==> src/rtl/ether_cmd_sequencer_if.sv <==
// ether_cmd_sequencer_if
// Groups the command sequencer's control inputs and serial/status outputs.
//   trigger_btn_n : raw active-low start button (asynchronous to clk_in)
//   loop_en       : restart the sequence after the last gap
//   abort         : stop transmission and return to idle
//   frame_data    : NUM_FRAMES frames, frame k at [(k+1)*FRAME_LEN-1 : k*FRAME_LEN]
//   bit_clk_out   : serial bit clock, rising mid-bit
//   pulse_out     : serial data, idle high
//   busy          : sequencer not idle
//   frame_idx     : frame being sent or gapped
//   done          : one-cycle pulse when a non-looping sequence finishes
// Modports: master drives the controls, slave is the sequencer.
interface ether_cmd_sequencer_if #(
  parameter int FRAME_LEN  = 58,
  parameter int NUM_FRAMES = 3,
  parameter int IDX_W      = (NUM_FRAMES > 1) ? $clog2(NUM_FRAMES) : 1
);
  logic                            trigger_btn_n;
  logic                            loop_en;
  logic                            abort;
  logic [NUM_FRAMES*FRAME_LEN-1:0] frame_data;
  logic                            bit_clk_out;
  logic                            pulse_out;
  logic                            busy;
  logic [IDX_W-1:0]                frame_idx;
  logic                            done;

  modport master (
    output trigger_btn_n, loop_en, abort, frame_data,
    input  bit_clk_out, pulse_out, busy, frame_idx, done
  );

  modport slave (
    input  trigger_btn_n, loop_en, abort, frame_data,
    output bit_clk_out, pulse_out, busy, frame_idx, done
  );
endinterface

==> src/rtl/ether_cmd_sequencer_btn_debounce.sv <==
// btn_debounce
// Synchronises a raw active-low button, accepts a new level only after it
// has been stable for DEBOUNCE_CYCLES clk_in cycles, and emits a one-cycle
// pulse when the accepted level goes from released (1) to pressed (0).
//   clk_in, reset_in : clock, asynchronous active-high reset
//   btn_n_in         : raw button, asynchronous to clk_in
//   fall_pulse       : one-cycle press event
module btn_debounce #(
  parameter int DEBOUNCE_CYCLES = 200000
) (
  input  logic clk_in,
  input  logic reset_in,
  input  logic btn_n_in,
  output logic fall_pulse
);
  localparam int CNT_W = $clog2(DEBOUNCE_CYCLES) + 1;
  localparam logic [CNT_W-1:0] CNT_LAST = CNT_W'(DEBOUNCE_CYCLES - 1);

  logic             sync_q1, sync_q2;
  logic             level_q;
  logic [CNT_W-1:0] cnt_q;

  // The counter runs only while the synchronised input disagrees with the
  // accepted level; any return to agreement restarts the stability window.
  always_ff @(posedge clk_in or posedge reset_in) begin
    if (reset_in) begin
      sync_q1    <= 1'b1;
      sync_q2    <= 1'b1;
      level_q    <= 1'b1;
      cnt_q      <= '0;
      fall_pulse <= 1'b0;
    end else begin
      sync_q1    <= btn_n_in;
      sync_q2    <= sync_q1;
      fall_pulse <= 1'b0;
      if (sync_q2 != level_q) begin
        if (cnt_q == CNT_LAST) begin
          level_q    <= sync_q2;
          cnt_q      <= '0;
          fall_pulse <= ~sync_q2;
        end else begin
          cnt_q <= cnt_q + 1'b1;
        end
      end else begin
        cnt_q <= '0;
      end
    end
  end
endmodule

==> src/rtl/ether_cmd_sequencer.sv <==
// ether_cmd_sequencer
// On a debounced button press, shifts NUM_FRAMES frames of FRAME_LEN bits
// out MSB-first on pulse_out with a mid-bit rising bit_clk_out, each frame
// followed by GAP_BITS idle bit periods. Optionally loops; abort stops it.
//   clk_in, reset_in : sole clock, asynchronous active-high reset
//   bus (slave)      : controls, frame data, serial outputs and status
module ether_cmd_sequencer #(
  parameter int FRAME_LEN       = 58,
  parameter int NUM_FRAMES      = 3,
  parameter int CLK_DIV         = 320,
  parameter int GAP_BITS        = 10000,
  parameter int DEBOUNCE_CYCLES = 200000
) (
  input  logic                  clk_in,
  input  logic                  reset_in,
  ether_cmd_sequencer_if.slave  bus
);
  localparam int IDX_W   = (NUM_FRAMES > 1) ? $clog2(NUM_FRAMES) : 1;
  localparam int DIV_W   = $clog2(CLK_DIV) + 1;
  localparam int BIT_W   = $clog2(FRAME_LEN) + 1;
  localparam int GAP_W   = $clog2(GAP_BITS) + 1;
  localparam int SH_BITS = NUM_FRAMES * FRAME_LEN;
  localparam int SH_W    = (SH_BITS > 1) ? $clog2(SH_BITS) : 1;

  localparam logic [DIV_W-1:0] DIV_LAST = DIV_W'(CLK_DIV - 1);
  localparam logic [DIV_W-1:0] DIV_HALF = DIV_W'(CLK_DIV / 2);
  localparam logic [BIT_W-1:0] BIT_LAST = BIT_W'(FRAME_LEN - 1);
  localparam logic [GAP_W-1:0] GAP_LAST = GAP_W'(GAP_BITS - 1);
  localparam logic [IDX_W-1:0] IDX_LAST = IDX_W'(NUM_FRAMES - 1);

  typedef enum logic [1:0] {
    IDLE = 2'd0,
    SEND = 2'd1,
    GAP  = 2'd2
  } state_t;

  state_t             state_q, state_d;
  logic [DIV_W-1:0]   div_q, div_d;
  logic [BIT_W-1:0]   bit_q, bit_d;
  logic [GAP_W-1:0]   gap_q, gap_d;
  logic [IDX_W-1:0]   idx_q, idx_d;
  logic [SH_BITS-1:0] shadow_q, shadow_d;
  logic               done_q, done_d;
  logic               start_evt;
  logic               bit_tick;
  logic [SH_W-1:0]    sel;

  btn_debounce #(.DEBOUNCE_CYCLES(DEBOUNCE_CYCLES)) u_debounce (
    .clk_in     (clk_in),
    .reset_in   (reset_in),
    .btn_n_in   (bus.trigger_btn_n),
    .fall_pulse (start_evt)
  );

  assign bit_tick = (div_q == DIV_LAST);

  always_ff @(posedge clk_in or posedge reset_in) begin
    if (reset_in) begin
      state_q  <= IDLE;
      div_q    <= '0;
      bit_q    <= '0;
      gap_q    <= '0;
      idx_q    <= '0;
      shadow_q <= '0;
      done_q   <= 1'b0;
    end else begin
      state_q  <= state_d;
      div_q    <= div_d;
      bit_q    <= bit_d;
      gap_q    <= gap_d;
      idx_q    <= idx_d;
      shadow_q <= shadow_d;
      done_q   <= done_d;
    end
  end

  always_comb begin
    state_d  = state_q;
    div_d    = div_q;
    bit_d    = bit_q;
    gap_d    = gap_q;
    idx_d    = idx_q;
    shadow_d = shadow_q;
    done_d   = 1'b0;
    unique case (state_q)
      IDLE: begin
        // Presses while SEND/GAP are simply not looked at, so nothing queues.
        if (start_evt) begin
          state_d  = SEND;
          idx_d    = '0;
          bit_d    = '0;
          div_d    = '0;
          shadow_d = bus.frame_data;
        end
      end
      SEND: begin
        if (bus.abort) begin
          state_d = IDLE;
          div_d   = '0;
          bit_d   = '0;
          gap_d   = '0;
          idx_d   = '0;
        end else begin
          div_d = bit_tick ? '0 : div_q + 1'b1;
          if (bit_tick) begin
            if (bit_q == BIT_LAST) begin
              state_d = GAP;
              bit_d   = '0;
              gap_d   = '0;
            end else begin
              bit_d = bit_q + 1'b1;
            end
          end
        end
      end
      GAP: begin
        // Abort is checked first so it beats a coincident gap end.
        if (bus.abort) begin
          state_d = IDLE;
          div_d   = '0;
          bit_d   = '0;
          gap_d   = '0;
          idx_d   = '0;
        end else begin
          div_d = bit_tick ? '0 : div_q + 1'b1;
          if (bit_tick) begin
            if (gap_q == GAP_LAST) begin
              gap_d = '0;
              bit_d = '0;
              if (idx_q != IDX_LAST) begin
                state_d = SEND;
                idx_d   = idx_q + 1'b1;
              end else if (bus.loop_en) begin
                state_d  = SEND;
                idx_d    = '0;
                shadow_d = bus.frame_data;
              end else begin
                state_d = IDLE;
                idx_d   = '0;
                done_d  = 1'b1;
              end
            end else begin
              gap_d = gap_q + 1'b1;
            end
          end
        end
      end
      default: state_d = IDLE;
    endcase
  end

  // MSB of frame idx_q sits at idx_q*FRAME_LEN + FRAME_LEN-1.
  assign sel = SH_W'(int'(idx_q) * FRAME_LEN + (FRAME_LEN - 1) - int'(bit_q));

  // Outputs decode registered state only, so reset reaches them immediately.
  assign bus.pulse_out   = (state_q == SEND) ? shadow_q[sel] : 1'b1;
  assign bus.bit_clk_out = (state_q == SEND) ? (div_q >= DIV_HALF) : 1'b1;
  assign bus.busy        = (state_q != IDLE);
  assign bus.frame_idx   = idx_q;
  assign bus.done        = done_q;
endmodule

==> src/flat_wrapper.sv <==
// flat-port wrapper written by rule: the top's interface ports become plain ports
module ether_cmd_sequencer_flat 
#(
  parameter int FRAME_LEN       = 58,
  parameter int NUM_FRAMES      = 3,
  parameter int CLK_DIV         = 320,
  parameter int GAP_BITS        = 10000,
  parameter int DEBOUNCE_CYCLES = 200000
)
  (clk_in, reset_in, bus_trigger_btn_n, bus_loop_en, bus_abort, bus_frame_data, bus_bit_clk_out, bus_pulse_out, bus_busy, bus_frame_idx, bus_done);
  ether_cmd_sequencer_if #(.FRAME_LEN(FRAME_LEN), .NUM_FRAMES(NUM_FRAMES)) bus_i ();
  input  logic clk_in;
  input  logic reset_in;
  input wire logic [$bits(bus_i.trigger_btn_n)-1:0] bus_trigger_btn_n;
  input wire logic [$bits(bus_i.loop_en)-1:0] bus_loop_en;
  input wire logic [$bits(bus_i.abort)-1:0] bus_abort;
  input wire logic [$bits(bus_i.frame_data)-1:0] bus_frame_data;
  output wire logic [$bits(bus_i.bit_clk_out)-1:0] bus_bit_clk_out;
  output wire logic [$bits(bus_i.pulse_out)-1:0] bus_pulse_out;
  output wire logic [$bits(bus_i.busy)-1:0] bus_busy;
  output wire logic [$bits(bus_i.frame_idx)-1:0] bus_frame_idx;
  output wire logic [$bits(bus_i.done)-1:0] bus_done;
  assign bus_i.trigger_btn_n = bus_trigger_btn_n;
  assign bus_i.loop_en = bus_loop_en;
  assign bus_i.abort = bus_abort;
  assign bus_i.frame_data = bus_frame_data;
  assign bus_bit_clk_out = bus_i.bit_clk_out;
  assign bus_pulse_out = bus_i.pulse_out;
  assign bus_busy = bus_i.busy;
  assign bus_frame_idx = bus_i.frame_idx;
  assign bus_done = bus_i.done;
  ether_cmd_sequencer #(.FRAME_LEN(FRAME_LEN), .NUM_FRAMES(NUM_FRAMES), .CLK_DIV(CLK_DIV), .GAP_BITS(GAP_BITS), .DEBOUNCE_CYCLES(DEBOUNCE_CYCLES)) u_core (.clk_in(clk_in), .reset_in(reset_in), .bus(bus_i));
endmodule
==> config.mk <==
export PLATFORM = sky130hd
export DESIGN_NAME = ether_cmd_sequencer_flat
export DESIGN_NICKNAME = d
export VERILOG_FILES = /design/src/rtl/ether_cmd_sequencer_if.sv /design/src/rtl/ether_cmd_sequencer_btn_debounce.sv /design/src/rtl/ether_cmd_sequencer.sv /design/src/flat_wrapper.sv
export SDC_FILE = /design/constraint.sdc
export NUM_CORES = 1
export LEC_CHECK = 0
export CORE_MARGIN = 3
export CORE_UTILIZATION = 55
export DETAILED_ROUTE_END_ITERATION = 8
export DONT_BUFFER_PORTS = 1
export GPL_ROUTABILITY_DRIVEN = 0
export PLACE_DENSITY = 0.71
export SLEW_MARGIN = 0
export SYNTH_ARGS = -nofsm -noshare
export SYNTH_HDL_FRONTEND = slang
export SYNTH_HIERARCHICAL = 1
export SYNTH_SLANG_ARGS = --single-unit
export TNS_END_PERCENT = 100
==> constraint.sdc <==
create_clock -name clk_in -period 10.15 [get_ports clk_in]
set_clock_uncertainty 0.2 [all_clocks]
set_input_delay 2.03 -clock clk_in [delete_from_list [all_inputs] [get_ports clk_in]]
set_output_delay 2.03 -clock clk_in [all_outputs]
set_load 0.05 [all_outputs]
**Yosys cells after proc, flatten, opt, wreduce, memory -nomap -nowiden**

Cells that the tools add are included.

- Flip-flop bits (word level): 234
- Output and inout bits: 6

- Add/subtract/negate cells: 7
- $mul: 1
- $lt $le $gt $ge: 2
- Equal/unequal tests: 19
- Mux-type cells: 57
- Bitwise gates (word level): 1
- Reduce and logical (&&, ||, !) cells: 14

Operator list:

| cell | count |
|---|---|
| $mux 174 | 6 |
| $pmux 174 s2 | 1 |
| $mux 15 | 6 |
| $mux 7 | 7 |
| $mux 19 | 2 |
| $mux 10 | 3 |
| $pmux 15 s2 | 1 |
| $mux 2 | 14 |
| $pmux 7 s3 | 1 |
| $pmux 10 s2 | 1 |
| $add 19x1->19 const B | 1 |
| $eq 19x18->1 const B | 1 |
| $add 15x1->15 const B | 1 |
| $eq 15x14->1 const B | 1 |
| $reduce_and 5->1 | 3 |
| $mux 1 | 12 |
| $ne 2x2->1 const B | 6 |
| $ne 3x2->1 const B | 4 |
| $pmux 2 s3 | 2 |
| $add 10x1->10 const B | 1 |
| $eq 10x9->1 const B | 1 |
| $ge 10x8->1 const B | 1 |
| $lt 8x9->1 const B | 1 |
| $add 8x7->8 const B | 1 |
| 18 further kinds | 23 |

**Logic depth before layout (Yosys ltp)**

- Depth in word-level cells: 6
- Depth in mapped cells: 15
- Depth with buffers taken out: 12

**Modules after synthesis**

The synthesis kept the hierarchy.

Modules (own cells, without submodules):

| module | instances | cells an instance | area each (um^2) |
|---|---|---|---|
| ether_cmd_sequencer | 1 | 771 | 10580.1 |
| btn_debounce | 1 | 106 | 1101.1 |

**Worst setup path before layout**

No wires, ideal clock.

- Kind: register -> output
- Start: reg u_core.idx_q[0] (netlist: u_core/bus.frame_idx[0])
- End: out bus_pulse_out
- Arrival time: 3.798 ns
- Path slack: 4.122 ns
- Cell stages (with the launch flop): 14
- Path buffers: 3
- Path through: dfrtp_1 -> inv_1 -> ha_1 -> inv_1 -> fa_1 -> buf_2 -> buf_2 -> buf_2 -> mux4_2 -> mux2i_1 -> nand2_1 -> a21oi_1 -> o31ai_1 -> a211o_1

- Cells in the longest elaborated chain, start to end: 6

Ends and longest elaborated chain:

| what | RTL line | RTL |
|---|---|---|
| from (decl) | ether_cmd_sequencer.sv:41 | `logic [IDX_W-1:0] idx_q, idx_d;` |
| from (signal assigned) | ether_cmd_sequencer.sv:71 | `idx_q <= idx_d;` |
| $mul 2x5->7 | ether_cmd_sequencer.sv:153 | `assign sel = SH_W'(int'(idx_q) * FRAME_LEN + (FRAME_LEN - 1) - int'(bit_q));` |
| $add 8x7->8 | ether_cmd_sequencer.sv:153 |  |
| $sub 8x8->8 | ether_cmd_sequencer.sv:153 |  |
| $bmux 1 s8 | ether_cmd_sequencer.sv:156 | `assign bus.pulse_out = (state_q == SEND) ? shadow_q[sel] : 1'b1;` |
| $mux 1 (implied by the code) | ether_cmd_sequencer.sv:156 |  |
| $mux 1 | ether_cmd_sequencer.sv:156 |  |
| to (decl) | flat_wrapper.sv:19 | `output wire logic [$bits(bus_i.pulse_out)-1:0] bus_pulse_out;` |

Every way passes these cells. The select of a mux whose other input is x is not followed.

**Final worst setup path**

Same ends and word-level chain as after synthesis.

==> out/qor.yml <==
run_status:
  status: "finished clean"
synth:
  synth_area_leaders: "dfrtp_1 (49%), mux2_1 (15%), mux4_2 (8.5%)"
  synth-edff-count: 0
  synth_top_family_by_area: "multiplexers"
  synthMuxAreaShare_pct: 26.9
  synth_compound_area_share_pct: 4.61
  synth_largest_area_cell: "dfrtp_1"
  netlist_area_um2: 11700
  syn-mean-instance-area_um2: 13.3
  synthAdderAreaFrac_pct: 3.06
  async_reset_ff_share_pct: 100
  synthCells: 877
  synth_flop_cell: "dfrtp_1"
  ys_warn_count: 6
  yosys.cell_types.count: 62
  seq_area_frac_synth_pct: 50.2
  synth-simple-area-share_pct: 9.04
  syn-num-nets: 1084
  synth_xor_area_share_pct: 2.32
  ys_seq_elements: 234
  yosysTopAreaCellShare_pct: 49.5
cells_and_area:
  syn_to_final_growth_pct: 8.73
  fillers: 1592
  finalNetCount: 1071
  seq_area_um2: 5860
  drive_above_1_share_pct: 14.8
  multiInputGateArea_um2: 5380
cts:
  path_clk_slew_ps: 60
  clock_latency_ps: 520
  cts_hold_repair.buffers: 0
  cts-root-buf: "clkbuf_16"
  cts_made_buffers: 26
  ctsResizeCount: 0
  cts.htree.levels: 1
  cts_buffer_depth: 3
  clock-sinks: 234
  cts_tree: "built"
  post-cts-setup-buffers: 0
drt:
  drt_drc_violations_left: 0
  avgRoutedWirePerCell_um: 22.0
  wl_um: 25700
  first_pass_iters: 5
  ant_nets: 0
  avgViaCountPerCell: 6.10
  vias: 7136
  drtIter0Drc: 430
grt:
  grt_max_degree: 175
  track_usage_pct: 22.7
  gr-total-overflow: 0
  grt_pass1_vias: 7570
  grt_pass1_wl_um: 40700
  antenna_found_initial: 25
power:
  leakage_nw: 5.18
  p_per_area_nw_per_um2: 337
  peakVddDrop_uv: 265
hold_path:
  hp-class: "flop to flop"
die:
  num_io_pins: 185
  die_y_um: 152
  num_rows: 52
  die_area_um2: 23000
  core_um2: 20600
  fp.dieW_um: 152
  initial_core_util_pct: 56.8
placed_design:
  place_hpwl_um: 18100
  port_buffers: 0
  preCtsSetupSlack_ps: 3480
sta:
  setup_ws_ps: 2930
  max_freq_mhz: 139
  hold_viol_final: 0
  worst_slew_margin_rel_pct: 24.8
  finalSetupTns_ps: 0
  slew_viol_final: 0
  worst_slew_pin_slew_ps: 1130
  finalSetupViolCount: 0
  finalCritPeriodShare_pct: 71.1
  fin_crit_ps: 7220
  rsz0062_at_grt: "no"
critical_path:
  startpoint_type: "flop"
  cp_slowest_stage_delay_ps: 1140
  arrival_ps: 4990
  crit_fanout: 32
  worst-setup-path-type: "flop to output pin"
  required_ps: 7920
  cp_cell_sequence: "inv_1 > ha_1 > inv_1 > fa_2 > mux4_2 > mux4_2 > nand2b_1 > nand3_1 > o31ai_1 > a211o_1"
  crit_path_end_kind: "output pin"
  cp_slowest_cell: "fa_2"
job:
  max-cap-violations: 0
logic make-up (layout without fill, tap and decap cells):
group	count (synthesis)	after routing
mux	236	236
other cells	0	15
compound gates	80	80
xor+xnor	31	31
buf+inv	76	83
fa+ha+maj	28	28
simple gates	192	192
flops	234	234
flip-flops by register name (all words and copies together) (netlist names):
register and flops:
u_core/state_q 2, u_core/u_debounce/sync_q1 1, u_core/gap_q 15, u_core/div_q 10, u_core/shadow_q 174, u_core/u_debounce/sync_q2 1, u_core/bit_q 7, u_core/u_debounce/fall_pulse 1
u_core/u_debounce/level_q 1, u_core/bus.frame_idx 2, u_core/bus.done 1, u_core/u_debounce/cnt_q 19
worst max-delay path, delay by kind of cell, from the launching register on:
family | cells | cell delay, ps
compound gates | 2 | 570
fa+ha+maj | 2 | 1490
flops | 1 | 700
mux | 2 | 1090
buf+inv | 2 | 340
simple gates | 2 | 260
per-stage QoR:
step           hold slack [ps]  std cells  instance area (um2)  power, mW  utilization, %
3_3_place_gp               148       1106                11700       3.22            57.1
3_5_place_dp               151       1106                11700       3.31            57.1
2_1_floorplan              145        877                11700       3.00               -
6_report                   158       1169                12700       4.29            61.8
4_1_cts                    160       1154                12700       4.32            61.6
5_1_grt                    164       1166                12700       4.55            61.7
layout by cell type (no fill, tap or decap), drive strengths merged, types with 8 or more instances in the layout:
| cell type | instances |
|---|---|
| dfrtp | 231 |
| mux2 | 184 |
| mux4 | 44 |
| nor2 | 43 |
| clkbuf | 43 |
| inv | 30 |
| nand2 | 28 |
| ha | 27 |
| nand3 | 24 |
| xnor2 | 22 |
| o21ai | 21 |
| nor4 | 17 |
| a21oi | 17 |
| o31ai | 16 |
| diode | 15 |
| nor2b | 12 |
| nand4 | 11 |
| nor3 | 9 |
| xor2 | 9 |
| mux2i | 8 |
where the power goes:
group | switching [mW] | internal [mW] | leakage (nW) | total, mW
logic | 0.887 | 0.888 | 1.88 | 1.78
clock network | 0.359 | 0.620 | 0.450 | 0.979
registers | 0.208 | 1.32 | 2.85 | 1.53
final timing paths:
path	startpoint	to	slack (ps)	cells after the start
max	u_core/bus.frame_idx[0]	bus_pulse_out	2930	10
max in group asynchronous	reset_in	u_core/shadow_q[108]	6900	2
max reg2reg	u_core/div_q[0]	u_core/shadow_q[39]	6610	8
min reg2reg	u_core/u_debounce/sync_q1	u_core/u_debounce/sync_q2	160	0
min	u_core/u_debounce/sync_q1	u_core/u_debounce/sync_q2	160	0
min in group asynchronous	reset_in	u_core/shadow_q[167]	1330	1
final cells by class:
class | count | share of cell area [%]
Clock buffer | 43 | 6.42
Tap cell | 270 | 2.66
Inverter | 30 | 0.946
Multi-Input combinational cell | 567 | 42.4
Timing Repair Buffer | 5 | 0.394
Sequential cell | 234 | 46.1
Clock inverter | 5 | 0.788
Antenna cell | 15 | 0.296
layer usage:
metal	global-route usage (%)	wire length, um	up-vias
li1	-	-	3216
met1	28.5	10400	3627
met2	37.2	12400	206
met3	7.94	2010	65
met4	7.01	791	22
met5	0	141	-
cell usage after synthesis, types with 7 or more instances:
master and instances:
dfrtp_1 231, mux2_1 160, mux4_2 44, nor2_1 43
inv_1 30, nand2_1 28, ha_1 27, mux2_2 24
nand3_1 24, xnor2_1 22, o21ai_0 20, buf_6 19
nor4_1 17, a21oi_1 16, o31ai_1 15, buf_2 13
nor2b_1 12, clkbuf_1 10, nand4_1 10, nor3_1 9
xor2_1 9, mux2i_1 8, and3_1 7, nand2b_1 7
or4_1 7
Power figures use the tool's default switching activity.
